File: src/rtl/seg7_scan_driver.sv
// seg7_scan_driver: multiplexed 7-segment scanner with frame-latched data and inter-digit blanking
module seg7_scan_driver #(
  parameter int NUM_DIGITS   = 4,
  parameter int BLANK_CYCLES = 16
) (
  input  logic                    clk,
  input  logic                    reset,
  input  logic                    scan_clk,
  input  logic                    enable,
  input  logic [4*NUM_DIGITS-1:0] data_in,
  input  logic [NUM_DIGITS-1:0]   dp_in,
  output logic [NUM_DIGITS-1:0]   an,
  output logic [6:0]              seg,
  output logic                    dp,
  output logic                    frame_done
);
  localparam int IW = (NUM_DIGITS > 1) ? $clog2(NUM_DIGITS) : 1;
  localparam logic [7:0] CNT_INIT = 8'(BLANK_CYCLES - 1);
  localparam logic [IW-1:0] LAST = IW'(NUM_DIGITS - 1);
  typedef enum logic [1:0] {IDLE, BLANK, SHOW} state_t;
  state_t                  state_q, state_d;
  logic [IW-1:0]           idx_q, idx_d;
  logic [7:0]              cnt_q, cnt_d;
  logic [4*NUM_DIGITS-1:0] shadow_q, shadow_d;
  logic [NUM_DIGITS-1:0]   dps_q, dps_d;
  logic                    sync1_q, sync2_q, prev_q;
  logic [NUM_DIGITS-1:0]   an_q, an_d;
  logic [6:0]              seg_q, seg_d;
  logic                    dp_q, dp_d;
  logic                    fd_q, fd_d;
  logic                    tick, wrap, show;
  function automatic logic [6:0] decode(input logic [3:0] h);
    case (h)
      4'h0: decode = 7'h40;
      4'h1: decode = 7'h79;
      4'h2: decode = 7'h24;
      4'h3: decode = 7'h30;
      4'h4: decode = 7'h19;
      4'h5: decode = 7'h12;
      4'h6: decode = 7'h02;
      4'h7: decode = 7'h78;
      4'h8: decode = 7'h00;
      4'h9: decode = 7'h10;
      4'hA: decode = 7'h08;
      4'hB: decode = 7'h03;
      4'hC: decode = 7'h46;
      4'hD: decode = 7'h21;
      4'hE: decode = 7'h06;
      default: decode = 7'h0E;
    endcase
  endfunction
  // Next-state logic; shadow word only reloads on entry or at the frame wrap, so a frame never tears
  always_comb begin
    tick     = sync2_q & ~prev_q;
    wrap     = idx_q == LAST;
    state_d  = state_q;
    idx_d    = idx_q;
    cnt_d    = cnt_q;
    shadow_d = shadow_q;
    dps_d    = dps_q;
    fd_d     = 1'b0;
    if (!enable) begin
      state_d = IDLE;
      idx_d   = '0;
    end else begin
      case (state_q)
        IDLE: begin
          state_d  = BLANK;
          idx_d    = '0;
          cnt_d    = CNT_INIT;
          shadow_d = data_in;
          dps_d    = dp_in;
        end
        BLANK: begin
          state_d = (cnt_q == 8'd0) ? SHOW : BLANK;
          cnt_d   = (cnt_q == 8'd0) ? cnt_q : cnt_q - 8'd1;
        end
        SHOW: if (tick) begin
          state_d = BLANK;
          cnt_d   = CNT_INIT;
          idx_d   = wrap ? '0 : idx_q + 1'b1;
          if (wrap) begin
            shadow_d = data_in;
            dps_d    = dp_in;
            fd_d     = 1'b1;
          end
        end
        default: state_d = IDLE;
      endcase
    end
  end
  // Output values derived from the next state so the display registers change on the same edge as the state
  always_comb begin
    show  = state_d == SHOW;
    an_d  = show ? ~(NUM_DIGITS'(1) << idx_d) : '1;
    seg_d = show ? decode(shadow_d[idx_d*4 +: 4]) : 7'h7F;
    dp_d  = show ? ~dps_d[idx_d] : 1'b1;
  end
  // State, scan_clk synchroniser/edge detector and registered outputs
  always_ff @(posedge clk or negedge reset) begin
    if (!reset) begin
      state_q  <= IDLE;
      idx_q    <= '0;
      cnt_q    <= '0;
      shadow_q <= '0;
      dps_q    <= '0;
      sync1_q  <= 1'b0;
      sync2_q  <= 1'b0;
      prev_q   <= 1'b0;
      an_q     <= '1;
      seg_q    <= 7'h7F;
      dp_q     <= 1'b1;
      fd_q     <= 1'b0;
    end else begin
      state_q  <= state_d;
      idx_q    <= idx_d;
      cnt_q    <= cnt_d;
      shadow_q <= shadow_d;
      dps_q    <= dps_d;
      sync1_q  <= scan_clk;
      sync2_q  <= sync1_q;
      prev_q   <= sync2_q;
      an_q     <= an_d;
      seg_q    <= seg_d;
      dp_q     <= dp_d;
      fd_q     <= fd_d;
    end
  end
  assign an         = an_q;
  assign seg        = seg_q;
  assign dp         = dp_q;
  assign frame_done = fd_q;
endmodule
File: config.mk
export PLATFORM = sky130hd
export DESIGN_NAME = seg7_scan_driver
export DESIGN_NICKNAME = d
export VERILOG_FILES = /design/src/rtl/seg7_scan_driver.sv
export SDC_FILE = /design/constraint.sdc
export NUM_CORES = 1
export LEC_CHECK = 0
export ABC_AREA = 1
export CAP_MARGIN = 10
export CELL_PAD_IN_SITES_DETAIL_PLACEMENT = 1
export CELL_PAD_IN_SITES_GLOBAL_PLACEMENT = 1
export CORE_MARGIN = 4
export CORE_UTILIZATION = 43
export DETAILED_ROUTE_END_ITERATION = 8
export PLACE_DENSITY_LB_ADDON = 0.1
export SLEW_MARGIN = 5
export SYNTH_ARGS = -nofsm -noshare
export SYNTH_HDL_FRONTEND = slang
export SYNTH_SLANG_ARGS = --single-unit
File: constraint.sdc
create_clock -name clk -period 3.6 [get_ports clk]
set_input_delay 0.36 -clock clk [delete_from_list [all_inputs] [get_ports clk]]
set_output_delay 0.36 -clock clk [all_outputs]
set_load 0.01 [all_outputs]
==> flow_summary.ini <==
[worst_setup_path]
cp-startpoint = idx_q[0]
startpoint_type = flip-flop
crit_buf_inv = 2
cp_max_fo = 11
path_delay_family = simple AND/OR/NAND/NOR gates
slowest_stage = nor2_1
path_common_cell = nand2_1
worstPathCellList = ha_1 -> inv_1 -> nand2_1 -> nand2_1 -> nand3_2 -> nand2_1 -> nand2_1 -> nor2_1 -> nand2_1 -> nand2_1 -> nor2_2 -> ha_1 -> inv_1 -> nand3_1 -> nand3_1 -> nand3_1
cp.required_ns = 3.81
endpoint_kind = flip-flop
r2r_start = idx_q[0]
crit_type = flip-flop to flip-flop
worst_ep_arrival_time_ns = 3.15
max_stage_delay_ns = 0.57

[timing]
fin_crit_sh = 0.816
tightest_slew_ns = 0.906
finClkSkew_ns = 0.0120
hold_viol_final = 0
timing.setup.tns_ns = 0
final_max_slew_viol_count = 0
setup_violations = 0
fmax_mhz = 340
relSlewSlack = 0.394
min_period_ns = 2.94
rsz0062_at_grt = false

[synth]
syn-num-nets = 360
synth_cell_types = 27
avgSynthCellArea_um2 = 7.78
syn_inst = 326
synth-seq-cells = 48
yosys-top-cells-area = dfrtp_1, nand2_1, dfstp_2
yosysSeqAreaShare = 0.480
synth_area_mm2 = 0.00254
yosys.area.top_type_share = 0.355
yosysTopAreaCell = dfrtp_1
yosysWarnings = 0

[run]
drv_cap = 0

[layout]
final-instance-count-excl-fill = 439
final_area_mm2 = 0.00307
area_growth_pct = 21.1
nNetsFinal = 400
drive_gt1_frac = 0.117
final_cell_mix = nand2_1, dfrtp_1, clkdlybuf4s50_1
n_fill_cell = 727
diodes = 0
mostFrequentLayoutCell = nand2_1

[global_routing]
grt_pass1_wl_um = 11700
grt-ovfl-total = 0
grt_start_max_net_pins = 41
antenna_found_initial = 0
grt_pass1_vias = 2425
track_usage = 0.203

[floorplan]
die-area_mm2 = 0.00719
start_util = 0.452
io_pins = 37
core_mm2 = 0.00561
die_h_um = 84.8
num_rows = 27
fp.dieW_um = 84.8

[pwr]
peakVddDrop_v = 0.000225
cellLeakagePower_nw = 1.50
powerDensity_mw_per_mm2 = 397
p_total_w = 0.00122

[routing]
wire_per_inst_um = 14.9
wl_um = 6530
drt_iter0_markers = 88
vias_per_cell = 5.07
vias = 2227
antenna_left = 0
drc = 0
drt-pass1-iter-count = 4

[clock_tree]
cts_root_buffer = clkbuf_8
clkLatencyLatePin_ns = 0.31
cts_resized = 0
postCtsSetupBuffers = 0
cts_tree = yes
path_clk_slew_ns = 0.10
clockBufferDepth = 2
cts_buffers = 5
cts.htree.levels = 2
holdBufCountCts = 0
cts_sinks = 48

[placed_design]
numPortBuffers = 36
dp.cells = 431
dpl.hpwl_um = 4910
routabilityCongestion = 0.855
placed_cell_area_mm2 = 0.00296

[hold_path]
hp-class = primary input to asynchronous set/reset pin

[outcome]
status = finished clean
[per-stage QoR]
| step | util | worst slack (ns) | hold slack, ns |
|---|---|---|---|
| 3_5_place_dp | 0.528 | 0.566 | 0.336 |
| 4_1_cts | 0.548 | 0.693 | 0.211 |
| 6_report | 0.548 | 0.662 | 0.181 |
| 5_1_grt | 0.548 | 0.339 | 0.259 |
| 3_3_place_gp | 0.528 | 0.720 | 0.334 |
| 2_1_floorplan | - | 1.46 | 0.0644 |
[layer usage]
layer	up-vias	share of wire	global-route usage
met2	42	0.49	0.343
li1	1105	-	-
met5	-	0	0
met3	10	0.036	0.0402
met1	1070	0.46	0.263
met4	0	0.014	0.0576
[kinds of logic (layout without fill, tap and decap cells)]
kind of cell	count (synthesis)	count (layout)	synth area share
compound gates	33	33	0.0696
xor+xnor	1	1	0.00345
fa+ha+maj	10	10	0.0493
buf+inv	40	81	0.0666
flops	48	48	0.480
simple gates	194	194	0.332
[final timing paths]
check | endpoint | slack, ns | cells after the start
max in group asynchronous | shadow_q[5] | 2.74 | 2
worst max-delay path | seg[3] | 0.66 | 16
worst min register to register | sync2_q | 0.36 | 0
worst min-delay path | cnt_q[4] | 0.18 | 1
worst max register to register | seg[3] | 0.66 | 16
min in group clk | sync2_q | 0.36 | 0
[sequential cells by signal (all words and copies together), names as in the netlist]
signal / cells
shadow_q: 16
an: 4
dp: 1
idx_q: 2
prev_q: 1
state_q: 2
sync2_q: 1
dps_q: 4
seg: 7
sync1_q: 1
cnt_q: 8
frame_done: 1
[synthesized netlist by cell type, drive strengths merged]
master and number:
dfrtp 36, nand3 32, and2 2, a21boi 1, o211ai 1, a21oi 6
ha 10, nor2 19, a22oi 1, inv 34, nand2 132, nand3b 4
buf 6, o21ai 24, nor3 4, nand4 1, xor2 1, dfstp 12
[area by class of cell]
cell class / instances / area, µm² / share of cell area
Inverter: 34 / 128 / 0.0416
Multi-Input combinational cell: 238 / 1150 / 0.375
Tap cell: 72 / 90.1 / 0.0293
Clock inverter: 2 / 35.0 / 0.0114
Clock buffer: 6 / 72.6 / 0.0236
Timing Repair Buffer: 39 / 378 / 0.123
Sequential cell: 48 / 1220 / 0.396
[worst reg2reg max path, cell delays in order (launching register included)]
cell	delay, ns
dfrtp_1	0.43
ha_1	0.21
inv_1	0.06
nand2_1	0.05
nand2_1	0.07
nand3_2	0.08
nand2_1	0.14
nand2_1	0.28
nor2_1	0.57
nand2_1	0.11
nand2_1	0.11
nor2_2	0.07
ha_1	0.26
inv_1	0.09
nand3_1	0.11
nand3_1	0.11
nand3_1	0.09
[power by group]
group	leakage [nW]	internal [W]	switching [W]	total [W]
Clock	0.0552	0.000207	0.000189	0.000396
Combinational	0.872	0.0000849	0.000143	0.000228
Sequential	0.573	0.000578	0.0000163	0.000594
Total	1.50	0.000870	0.000348	0.00122
(Power assumes the default switching activity.)
